===== src/rtl/edge_count_monitor.sv =====
// edge_count_monitor
// Registers a complementary out/out_n pair, flags complement violations,
// debounces out into filt, emits rise/fall pulses, counts accepted rising
// edges and offers a tear-free valid/ack snapshot of that count.
module edge_count_monitor #(
    parameter int DEB_CYCLES = 4,
    parameter int CNT_W      = 8
) (
    input  logic             clk,
    input  logic             areset,
    input  logic             out,
    input  logic             out_n,
    input  logic             clr,
    input  logic             snap_req,
    input  logic             snap_ack,
    output logic             filt,
    output logic             rise,
    output logic             fall,
    output logic [CNT_W-1:0] rise_cnt,
    output logic             cnt_wrap,
    output logic             pair_err,
    output logic [CNT_W-1:0] snap_data,
    output logic             snap_valid
);

    localparam int DW = $clog2(DEB_CYCLES + 1);
    // Last PEND count before the level change is accepted.
    localparam logic [DW-1:0] DEB_LAST = DW'(DEB_CYCLES - 1);

    typedef enum logic {
        ST_STABLE = 1'b0,
        ST_PEND   = 1'b1
    } state_t;

    logic             in_q, in_n_q;
    state_t           state_q, state_d;
    logic [DW-1:0]    deb_cnt_q, deb_cnt_d;
    logic             toggle;
    logic             filt_q, filt_d;
    logic             rise_q, rise_d;
    logic             fall_q, fall_d;
    logic [CNT_W-1:0] cnt_q, cnt_d;
    logic             wrap_q, wrap_d;
    logic             perr_q, perr_d;
    logic [CNT_W-1:0] snap_data_q, snap_data_d;
    logic             snap_valid_q, snap_valid_d;

    // Input capture; in_n_q resets to 1 so the idle pair reads as valid.
    always_ff @(posedge clk or posedge areset) begin
        if (areset) begin
            in_q   <= 1'b0;
            in_n_q <= 1'b1;
        end else begin
            in_q   <= out;
            in_n_q <= out_n;
        end
    end

    // Debounce next-state: a change must persist DEB_CYCLES samples to toggle filt.
    always_comb begin
        state_d   = state_q;
        deb_cnt_d = deb_cnt_q;
        toggle    = 1'b0;
        case (state_q)
            ST_STABLE: begin
                if (in_q != filt_q) begin
                    if (DEB_CYCLES == 1) begin
                        toggle = 1'b1;
                    end else begin
                        state_d   = ST_PEND;
                        deb_cnt_d = DW'(1);
                    end
                end
            end
            ST_PEND: begin
                if (in_q == filt_q) begin
                    state_d   = ST_STABLE;
                    deb_cnt_d = '0;
                end else if (deb_cnt_q == DEB_LAST) begin
                    toggle    = 1'b1;
                    state_d   = ST_STABLE;
                    deb_cnt_d = '0;
                end else begin
                    deb_cnt_d = deb_cnt_q + 1'b1;
                end
            end
            default: begin
                state_d   = ST_STABLE;
                deb_cnt_d = '0;
            end
        endcase
    end

    // Filtered level, edge pulses, counter, sticky flags and snapshot next-state.
    always_comb begin
        filt_d       = filt_q ^ toggle;
        rise_d       = toggle & ~filt_q;
        fall_d       = toggle & filt_q;
        cnt_d        = cnt_q;
        wrap_d       = wrap_q;
        perr_d       = perr_q;
        snap_data_d  = snap_data_q;
        snap_valid_d = snap_valid_q;

        // clr wins over both the increment and the sticky sets.
        if (clr) begin
            cnt_d  = '0;
            wrap_d = 1'b0;
            perr_d = 1'b0;
        end else begin
            if (rise_d) begin
                cnt_d = cnt_q + 1'b1;
                if (cnt_q == {CNT_W{1'b1}}) begin
                    wrap_d = 1'b1;
                end
            end
            if (in_q == in_n_q) begin
                perr_d = 1'b1;
            end
        end

        // A held snapshot ignores further requests until acknowledged.
        if (snap_valid_q) begin
            if (snap_ack) begin
                snap_valid_d = 1'b0;
            end
        end else if (snap_req) begin
            snap_data_d  = cnt_q;
            snap_valid_d = 1'b1;
        end
    end

    // FSM state and debounce counter registers.
    always_ff @(posedge clk or posedge areset) begin
        if (areset) begin
            state_q   <= ST_STABLE;
            deb_cnt_q <= '0;
        end else begin
            state_q   <= state_d;
            deb_cnt_q <= deb_cnt_d;
        end
    end

    // Output-facing registers: level, pulses, counter, flags, snapshot.
    always_ff @(posedge clk or posedge areset) begin
        if (areset) begin
            filt_q       <= 1'b0;
            rise_q       <= 1'b0;
            fall_q       <= 1'b0;
            cnt_q        <= '0;
            wrap_q       <= 1'b0;
            perr_q       <= 1'b0;
            snap_data_q  <= '0;
            snap_valid_q <= 1'b0;
        end else begin
            filt_q       <= filt_d;
            rise_q       <= rise_d;
            fall_q       <= fall_d;
            cnt_q        <= cnt_d;
            wrap_q       <= wrap_d;
            perr_q       <= perr_d;
            snap_data_q  <= snap_data_d;
            snap_valid_q <= snap_valid_d;
        end
    end

    assign filt       = filt_q;
    assign rise       = rise_q;
    assign fall       = fall_q;
    assign rise_cnt   = cnt_q;
    assign cnt_wrap   = wrap_q;
    assign pair_err   = perr_q;
    assign snap_data  = snap_data_q;
    assign snap_valid = snap_valid_q;

endmodule


===== config.mk =====
export PLATFORM = sky130hd
export DESIGN_NAME = edge_count_monitor
export DESIGN_NICKNAME = d
export VERILOG_FILES = /design/src/rtl/edge_count_monitor.sv
export SDC_FILE = /design/constraint.sdc
export NUM_CORES = 1
export LEC_CHECK = 0
export BUFFER_PORTS_ARGS = -buffer_cell sky130_fd_sc_hd__buf_2
export CORE_MARGIN = 5
export CORE_UTILIZATION = 55
export CTS_CLUSTER_SIZE = 14
export DETAILED_ROUTE_END_ITERATION = 8
export HOLD_SLACK_MARGIN = 0.12
export PLACE_DENSITY = 0.89
export SLEW_MARGIN = 5
export SYNTH_ARGS = -nofsm -noshare
export SYNTH_HDL_FRONTEND = slang
export SYNTH_SLANG_ARGS = --single-unit
export TNS_END_PERCENT = 5

===== constraint.sdc =====
create_clock -name clk -period 3.35 [get_ports clk]
set_input_delay 0 -clock clk [delete_from_list [all_inputs] [get_ports clk]]
set_output_delay 0 -clock clk [all_outputs]
set_load 0.1 [all_outputs]

==> flow_summary.toml, run 1 <==
[grt]
grt_usage = 0.159
overflow = 0
grt_pass1_vias = 848
antenna_found_initial = 0
grt_start_max_net_pins = 29
grt_first_pass_wirelength_microns = 3950

[sta]
max-slew-margin-rel = 0.305
tightest_slew_ns = 1.04
setup-violations-final = 0
fmax_mhz = 452
hold_viol = 0
fin_ws_ns = 1.14
whs_ns = 0.289
rsz0062_at_grt = "no"
timing.final.crit_share = 0.661
drv_slew = 0
final.setup.tns_ns = 0
skew_ns = 0.00963
period_minus_slack_ns = 2.21

[drt]
via_per_inst = 5.31
num_vias = 828
ant_nets = 0
detail_route.first_pass.iterations = 4
wire_per_inst_microns = 14.9
first_iter_violations = 26
wirelength_microns = 2330
drc = 0

[floorplanning]
fp.coreArea_sq_um = 2000
io_pins = 29
die_x_microns = 56.2
start_util = 0.586
rows = 16
die-height_microns = 56.2
die_area_sq_um = 3160

[worst_setup_path]
path_cells = "ha_1 > nor2b_1 > and3_1 > ha_1 > o2111ai_2 > or3_1 > a21oi_1"
crit_arrival_ns = 2.47
critPathMaxStageDelay_ns = 0.40
cp-end-kind = "flop"
crit_buf_inv = 0
required_ns = 3.61
start_kind = "flop"
path_class = "reg -> reg"
path_delay_family = "simple AND/OR/NAND/NOR gates"
cpMostUsedCell = "ha_1"
slowest_stage = "dfrtp_1"
cp_max_fo = 7

[power_and_ir_drop]
ir_drop_uv = 365
leakagePower_nw = 0.783
power_density_nw_per_um2 = 548
power_w = 0.000783

[yosys]
syn_inst = 94
synth_seq_area_share = 0.598
post-synth-top-count-cell = "dfrtp_1"
synth_enable_flop_cells = 0
synth_area_leaders = "dfrtp_1 (58%), mux2_2 (7.7%), ha_1 (4.3%)"
syn_area_per_cell_sq_um = 12.5
async_flop_share = 1.00
synth_largest_area_cell = "dfrtp_1"
synth_top_cell_area_share = 0.576
synth_warnings = 0
syn_nets = 105
synth_area_sq_um = 1170
ys_ff_latch = 28
synth_top_flop_cell = "dfrtp_1"
synth_commonest_cells = "dfrtp_1 (27), nor2_1 (10), mux2_2 (8)"
synthDistinctLibCells = 29

[clocking]
cts_buffers = 3
h-tree-depth = 1
cts_buffer_depth = 2
clkTransAtPathRegs_ns = 0.15
worstSkewPairLatency_ns = 0.33
post_cts_buffers = 0
cts-root-buf = "clkbuf_4"
tritoncts = "built"
cts_sinks = 28

[placed_design]
port_buffers = 28
place_ws_ns = 1.19
place.gp.congestion = 0.719
hpwl_microns = 1620

[worst_hold_path]
worstHoldPathType = "in -> reg"

[outcome]
outcome = "completed"

[final_layout]
fillers = 144
final_util = 0.713
multi_input_area_sq_um = 444
seqCellArea_sq_um = 702
final_layout_size_suffix_gt1_frac = 0.333
final_nets = 141
syn_to_final_growth_pct = 21.6
diodes = 0

[run]
cap_violations = 0
[worst reg2reg max path: cells and delay by family, from the launching register on]
kind	cells	cell delay [ns]
AO/OA/AOI/OAI	2	0.39
adder cells (fa/ha/maj)	2	0.52
flip-flops	1	0.40
AND/OR/NAND/NOR	3	0.85
[path summary, 6_finish.rpt]
check,slack [ns],start,to,cells past startpoint
max,1.14,deb_cnt_q[0],rise_cnt[5],7
min,0.29,snap_req,snap_data[5],3
max reg2reg,1.14,deb_cnt_q[0],rise_cnt[5],7
min reg2reg,0.50,deb_cnt_q[1],deb_cnt_q[1],1
max in group asynchronous,2.28,areset,rise_cnt[1],3
min in group asynchronous,0.45,areset,rise_cnt[6],3
[area by class of cell]
class | count | area share
Inverter | 3 | 0.00789
Multi-Input combinational cell | 60 | 0.311
Clock buffer | 4 | 0.0254
Sequential cell | 28 | 0.492
Timing Repair Buffer | 34 | 0.140
Tap cell | 27 | 0.0237
[layout by cell type, fill, tap and decap left out, types with 2 or more instances in the layout]
| cell type | count |
|---|---|
| dlygate4sd3_1 | 6 |
| nand2_1 | 3 |
| buf_2 | 28 |
| xor2_1 | 4 |
| ha_1 | 4 |
| clkbuf_4 | 3 |
| o21ai_0 | 3 |
| xnor2_1 | 3 |
| nor2_1 | 10 |
| dfrtp_1 | 27 |
| or3_1 | 2 |
| nor2b_1 | 3 |
| a21oi_1 | 5 |
| o21a_1 | 2 |
| inv_1 | 3 |
| mux2_2 | 8 |
| and3_1 | 2 |
[layer usage]
layer,global-route usage,up-vias,part of all wire
met3,0.0418,2,0.055
met1,0.207,403,0.43
met2,0.264,26,0.51
li1,-,397,-
met5,0,-,0
met4,0.0407,0,0.0056
[registers in the layout, summed over array words and instances (netlist names)]
signal	cells
snap_data	8
state_q	1
fall	1
in_q	1
cnt_wrap	1
in_n_q	1
rise	1
deb_cnt_q	3
filt	1
pair_err	1
snap_valid	1
rise_cnt	8
[kinds of logic (layout without fill, tap and decap cells)]
group                    Yosys count  count (layout)  synth area share
flip-flops                        28              28             0.598
AO/OA/AOI/OAI                     16              16            0.0981
multiplexers                       9               9            0.0853
AND/OR/NAND/NOR                   24              24             0.100
adder cells (fa/ha/maj)            4               4            0.0426
buffers and inverters              6              41            0.0234
XOR/XNOR                           7               7            0.0522
[stage by stage]
stage | cell area [sq um] | instances
6_report | 1430 | 156
5_1_grt | 1430 | 156
4_1_cts | 1430 | 156
3_5_place_dp | 1330 | 146
3_3_place_gp | 1330 | 146
2_1_floorplan | 1170 | 94
[power breakdown]
group	internal [W]	total [W]	switching [W]
clock	0.0000664	0.000165	0.0000989
sequential	0.000368	0.000399	0.0000316
combinational	0.0000612	0.000218	0.000157
total	0.000496	0.000783	0.000287
[timing repair]
action / in CTS / in global routing
hold buffers: 6 / 0
hold endpoints to repair: 39 / 0
resized for setup: 0 / 0
Power figures use the tool's default switching activity.
==> run 2: changes to the inputs <==
ABC_AREA = 1   (was default)
CORE_UTILIZATION = 46   (was 55)
PLACE_DENSITY = 0.8   (was 0.89)
clock period = 2 ns   (was 3.35 ns; I/O delays follow)
==> flow_summary.toml, run 2 <==
[grt]
grt_usage = 0.148
grt_pass1_vias = 937
grt_start_max_net_pins = 29
antenna_found_initial = 0
grt_first_pass_wirelength_microns = 4070
overflow = 0

[sta]
rsz0062_at_grt = "yes"
fmax_mhz = 518
timing.final.crit_share = 0.965
setup-violations-final = 0
drv_slew = 0
max-slew-margin-rel = 0.676
tightest_slew_ns = 0.490
period_minus_slack_ns = 1.93
whs_ns = 0.201
final.setup.tns_ns = 0
hold_viol = 0
skew_ns = 0.00884

[worst_setup_path]
cp_max_fo = 6
path_class = "reg -> reg"
required_ns = 2.26
path_delay_family = "simple AND/OR/NAND/NOR gates"
crit_buf_inv = 3
critPathMaxStageDelay_ns = 0.40
cp-end-kind = "flop"
crit_arrival_ns = 2.20
start_kind = "flop"
cpMostUsedCell = "nor2_4"
slowest_stage = "dfrtp_1"
path_cells = "ha_2 > inv_2 > nor2_4 > inv_2 > nor3_4 > ha_2 > nor2_4 > nor2_4 > nand4_1 > nand2_1 > inv_1 > nor2_1"

[final_layout]
final_util = 0.618
most-common-layout-cells = "buf_2 (28), dfrtp_1 (26), nand2_1 (17)"
design_area_sq_um = 1540
multi_input_area_sq_um = 457
final_layout_size_suffix_gt1_frac = 0.345
diodes = 0
final_common_cell = "buf_2"
seqCellArea_sq_um = 703
final_nets = 177
fillers = 207
syn_to_final_growth_pct = 27.5

[yosys]
synth_warnings = 0
synth_top_family_by_area = "simple AND/OR/NAND/NOR gates"
synth_area_leaders = "dfrtp_1 (56%), o21ai_1 (5.4%), inv_1 (5.3%)"
async_flop_share = 1.00
synth_adder_area_share = 0.0413
synthMuxAreaShare = 0.0279
syn_area_per_cell_sq_um = 9.77
synth_commonest_cells = "dfrtp_1 (27), inv_1 (17), nand2_1 (17)"
synth_area_sq_um = 1210
synth_top_cell_area_share = 0.558
synth-simple-area-share = 0.171
synth_seq_area_share = 0.580
ys_ff_latch = 28
synthDistinctLibCells = 22
post-synth-top-count-cell = "dfrtp_1"
synth_top_flop_cell = "dfrtp_1"
synth_xor_area_frac = 0.0207
synth_largest_area_cell = "dfrtp_1"
syn_inst = 124
synth_compound_area_frac = 0.0868
synth_enable_flop_cells = 0
syn_nets = 135

[drt]
num_vias = 959
drc = 0
wirelength_microns = 2480
wire_per_inst_microns = 12.7
via_per_inst = 4.92
first_iter_violations = 31
detail_route.first_pass.iterations = 4
ant_nets = 0

[power_and_ir_drop]
ir_drop_uv = 1120
swShare = 0.429
pwr-share-comb = 0.375
seqPwrFrac = 0.448
leakagePower_nw = 0.821
p_sw_w = 0.000657
power_w = 0.00153
p_clk_frac = 0.177
power_density_nw_per_um2 = 992
internal_power_w = 0.000874

[clocking]
cts_sinks = 28
cts_buffers = 3
h-tree-depth = 1
worstSkewPairLatency_ns = 0.33
cts_buffer_depth = 2
tritoncts = "built"
clkTransAtPathRegs_ns = 0.15
cts-root-buf = "clkbuf_4"

[run]
cap_violations = 0

[floorplanning]
rows = 18
start_util = 0.484
fp.coreArea_sq_um = 2500
io_pins = 29
die-height_microns = 61.3
die_x_microns = 61.3
die_area_sq_um = 3760

[placed_design]
port_buffers = 28
hpwl_microns = 1740
place.gp.congestion = 0.802
post_dp_cell_area_sq_um = 1390

[worst_hold_path]
worstHoldPathType = "in -> reg"

[outcome]
outcome = "completed"
run 2: cell types whose count changed after synthesis, sizes merged, moves of 2 or more:
cell / change
and3: -2
inv: +18
mux2: -5
nand2: +15
nand3: +7
nand4: +2
nor2: +3
nor2b: -3
o2111ai: -2
o21a: -2
o21ai: +12
or3: -2
xor2: -4
run 2: logic make-up after synthesis:
kind of cell / after synthesis
multiplexers: 3
XOR/XNOR: 2
buffers and inverters: 23
flip-flops: 28
AND/OR/NAND/NOR: 43
AO/OA/AOI/OAI: 21
adder cells (fa/ha/maj): 4
run 2: timing repair:
action | CTS | global route
setup endpoints to repair | 1 | 7
buffers inserted | 0 | 4
resized for setup | 1 | 9
hold buffers | 5 | 0
pin swaps | 0 | 9
hold endpoints to repair | 41 | 0
run 2: final timing paths:
check / endpoint / startpoint / slack (ns) / cells past startpoint
setup / recovery: rise_cnt[5] / deb_cnt_q[1] / 0.07 / 12
hold / removal: snap_data[0] / snap_req / 0.20 / 3
setup reg to reg: rise_cnt[5] / deb_cnt_q[1] / 0.07 / 12
hold reg to reg: state_q / state_q / 0.50 / 1
max in group asynchronous: in_n_q / areset / 1.45 / 4
min in group asynchronous: snap_data[0] / areset / 0.25 / 4
run 2: per-stage QoR:
step                worst slack [ns]  cells
floorplan                     0.0768    124
global placement               0.149    182
detailed placement            0.0577    182
CTS                           0.0249    191
global route                 -0.0693    195
finish                        0.0693    195
run 2: worst reg2reg max path: cells and delay by family (launching register included):
kind                     cells  cell delay, ns
AND/OR/NAND/NOR              7            0.87
adder cells (fa/ha/maj)      2            0.44
flip-flops                   1            0.40
buffers and inverters        3            0.15
run 2: metal layers:
layer | vias up | wire (microns) | part of all wire | track usage
li1 | 479 | - | - | -
met1 | 439 | 1090 | 0.44 | 0.185
met2 | 35 | 1210 | 0.49 | 0.249
met3 | 6 | 118 | 0.048 | 0.0231
met4 | 0 | 58 | 0.023 | 0.0743
met5 | - | 0 | 0 | 0
run 2: power by group through the flow:
stage / sequential (W) / clock (W) / combinational, W
floorplan: 0.000935 / 0 / 0.000180
global placement: 0.000691 / 0 / 0.000503
detailed placement: 0.000696 / 0 / 0.000517
CTS: 0.000684 / 0.000279 / 0.000527
global route: 0.000693 / 0.000305 / 0.000618
finish: 0.000686 / 0.000271 / 0.000575
run 2: area by class of cell:
type	instances	share of cell area
timing repair buffer	38	0.147
inverter	22	0.0535
multi-input combinational	73	0.296
clock buffer	4	0.0235
sequential	28	0.455
tap	30	0.0243
==> run 3: changes to the inputs <==
BUFFER_PORTS_ARGS = -buffer_cell sky130_fd_sc_hd__buf_4   (was -buffer_cell sky130_fd_sc_hd__buf_2)
==> flow_summary.toml, run 3 (synthesized netlist as in run 2, its figures left out) <==
[outcome]
outcome = "completed"

[worst_setup_path]
required_ns = 2.28
slowest_stage = "dfrtp_1"
cp_max_fo = 6
cpMostUsedCell = "nor2_4"
critPathMaxStageDelay_ns = 0.41
start_kind = "flop"
cp-end-kind = "flop"
crit_buf_inv = 2
path_class = "reg -> reg"
path_cells = "ha_2 > inv_1 > nor2_4 > inv_2 > nor3_4 > ha_4 > nor2_4 > nor2_4 > nand3_2 > nand2_1 > nand2_1 > nor2_1"
path_delay_family = "simple AND/OR/NAND/NOR gates"
crit_arrival_ns = 2.19

[drt]
wirelength_microns = 2700
wire_per_inst_microns = 13.9
first_iter_violations = 27
detail_route.first_pass.iterations = 4
drc = 0
ant_nets = 0
via_per_inst = 5.12
num_vias = 993

[floorplanning]
io_pins = 29
fp.coreArea_sq_um = 2500
rows = 18
die_area_sq_um = 3760
die_x_microns = 61.3
start_util = 0.484
die-height_microns = 61.3

[grt]
grt_start_max_net_pins = 29
antenna_found_initial = 0
grt_usage = 0.148
grt_first_pass_wirelength_microns = 4110
overflow = 0
grt_pass1_vias = 952

[clocking]
h-tree-depth = 1
worstSkewPairLatency_ns = 0.33
clkTransAtPathRegs_ns = 0.15
cts_sinks = 28
tritoncts = "built"
cts_buffers = 3
cts-root-buf = "clkbuf_4"
cts_buffer_depth = 2

[sta]
tightest_slew_ns = 0.430
hold_viol = 0
skew_ns = 0.00367
setup-violations-final = 0
final.setup.tns_ns = 0
period_minus_slack_ns = 1.91
fmax_mhz = 524
timing.final.crit_share = 0.955
drv_slew = 0
max-slew-margin-rel = 0.713

[final_layout]
most-common-layout-cells = "buf_4 (32), dfrtp_1 (26), nand2_1 (17)"
syn_to_final_growth_pct = 33.0
diodes = 0
final_common_cell = "buf_4"
fillers = 193
final_layout_size_suffix_gt1_frac = 0.335
final_util = 0.644
final_nets = 176

[power_and_ir_drop]
power_density_nw_per_um2 = 986
p_clk_frac = 0.176
swShare = 0.431
leakagePower_nw = 0.811
internal_power_w = 0.000904
p_sw_w = 0.000683
pwr-share-comb = 0.387
seqPwrFrac = 0.437
ir_drop_uv = 850

[placed_design]
place.gp.congestion = 0.772
hpwl_microns = 1780
port_buffers = 28

[worst_hold_path]
worstHoldPathType = "in -> reg"

[run]
cap_violations = 0
run 3: changes by cell type in the layout (fill, tap and decap cells not counted), sizes merged:
| cell | delta |
|---|---|
| buf | -1 |
run 3: routing by layer:
| metal | wire length, microns | track usage |
|---|---|---|
| met2 | 1390 | 0.257 |
| met1 | 1110 | 0.178 |
| met5 | 0 | 0 |
| met3 | 127 | 0.0168 |
| met4 | 74 | 0.0836 |
run 3: through the flow:
step	worst slack [ns]	instance area, sq um	hold WS [ns]	total power [W]	instances
after floorplan	0.0768	1210	0.00448	0.00112	124
final	0.0909	1610	0.199	0.00159	194
after CTS	0.0205	1550	0.216	0.00151	191
after global routing	-0.0423	1610	0.250	0.00167	194
after global placement	0.147	1460	0.0877	0.00122	182
after detailed placement	0.0295	1460	0.0907	0.00124	182
run 3: cell type report:
type,instances,area [sq um],share of cell area
inverters,22,82.6,0.0513
well taps,30,37.5,0.0233
multi-input cells,73,460,0.286
flip-flops and latches,28,703,0.437
clock buffers,4,36.3,0.0225
repair buffers,37,290,0.180
run 3: worst paths after layout:
check / startpoint / to / slack, ns / cells after the start
worst max-delay path: deb_cnt_q[0] / rise_cnt[7] / 0.09 / 12
worst min-delay path: snap_req / snap_data[7] / 0.20 / 4
worst max register to register: deb_cnt_q[0] / rise_cnt[7] / 0.09 / 12
worst min register to register: snap_data[7] / snap_data[7] / 0.51 / 2
max in group asynchronous: areset / in_n_q / 1.43 / 4
min in group asynchronous: areset / rise_cnt[4] / 0.27 / 4
run 3: repair_timing:
action | in CTS | in global routing
hold endpoints to repair | 41 | 0
endpoints found under the setup margin | 1 | 7
resized for setup | 1 | 8
setup buffers | 0 | 3
hold buffers | 5 | 0
pin swaps | 0 | 6
run 3: power groups by stage:
stage	Clock (W)	Combinational, W	Sequential, W
detailed placement	0	0.000538	0.000699
global placement	0	0.000526	0.000693
CTS	0.000277	0.000548	0.000688
global route	0.000305	0.000658	0.000704
finish	0.000279	0.000614	0.000694
floorplan	0	0.000180	0.000935
run 3: worst register-to-register path, cell delays in order (launching register included):
cell and delay [ns]:
dfrtp_1 0.41, ha_2 0.18, inv_1 0.08, nor2_4 0.14, inv_2 0.07, nor3_4 0.25, ha_4 0.21, nor2_4 0.06
nor2_4 0.17, nand3_2 0.10, nand2_1 0.06, nand2_1 0.04, nor2_1 0.10
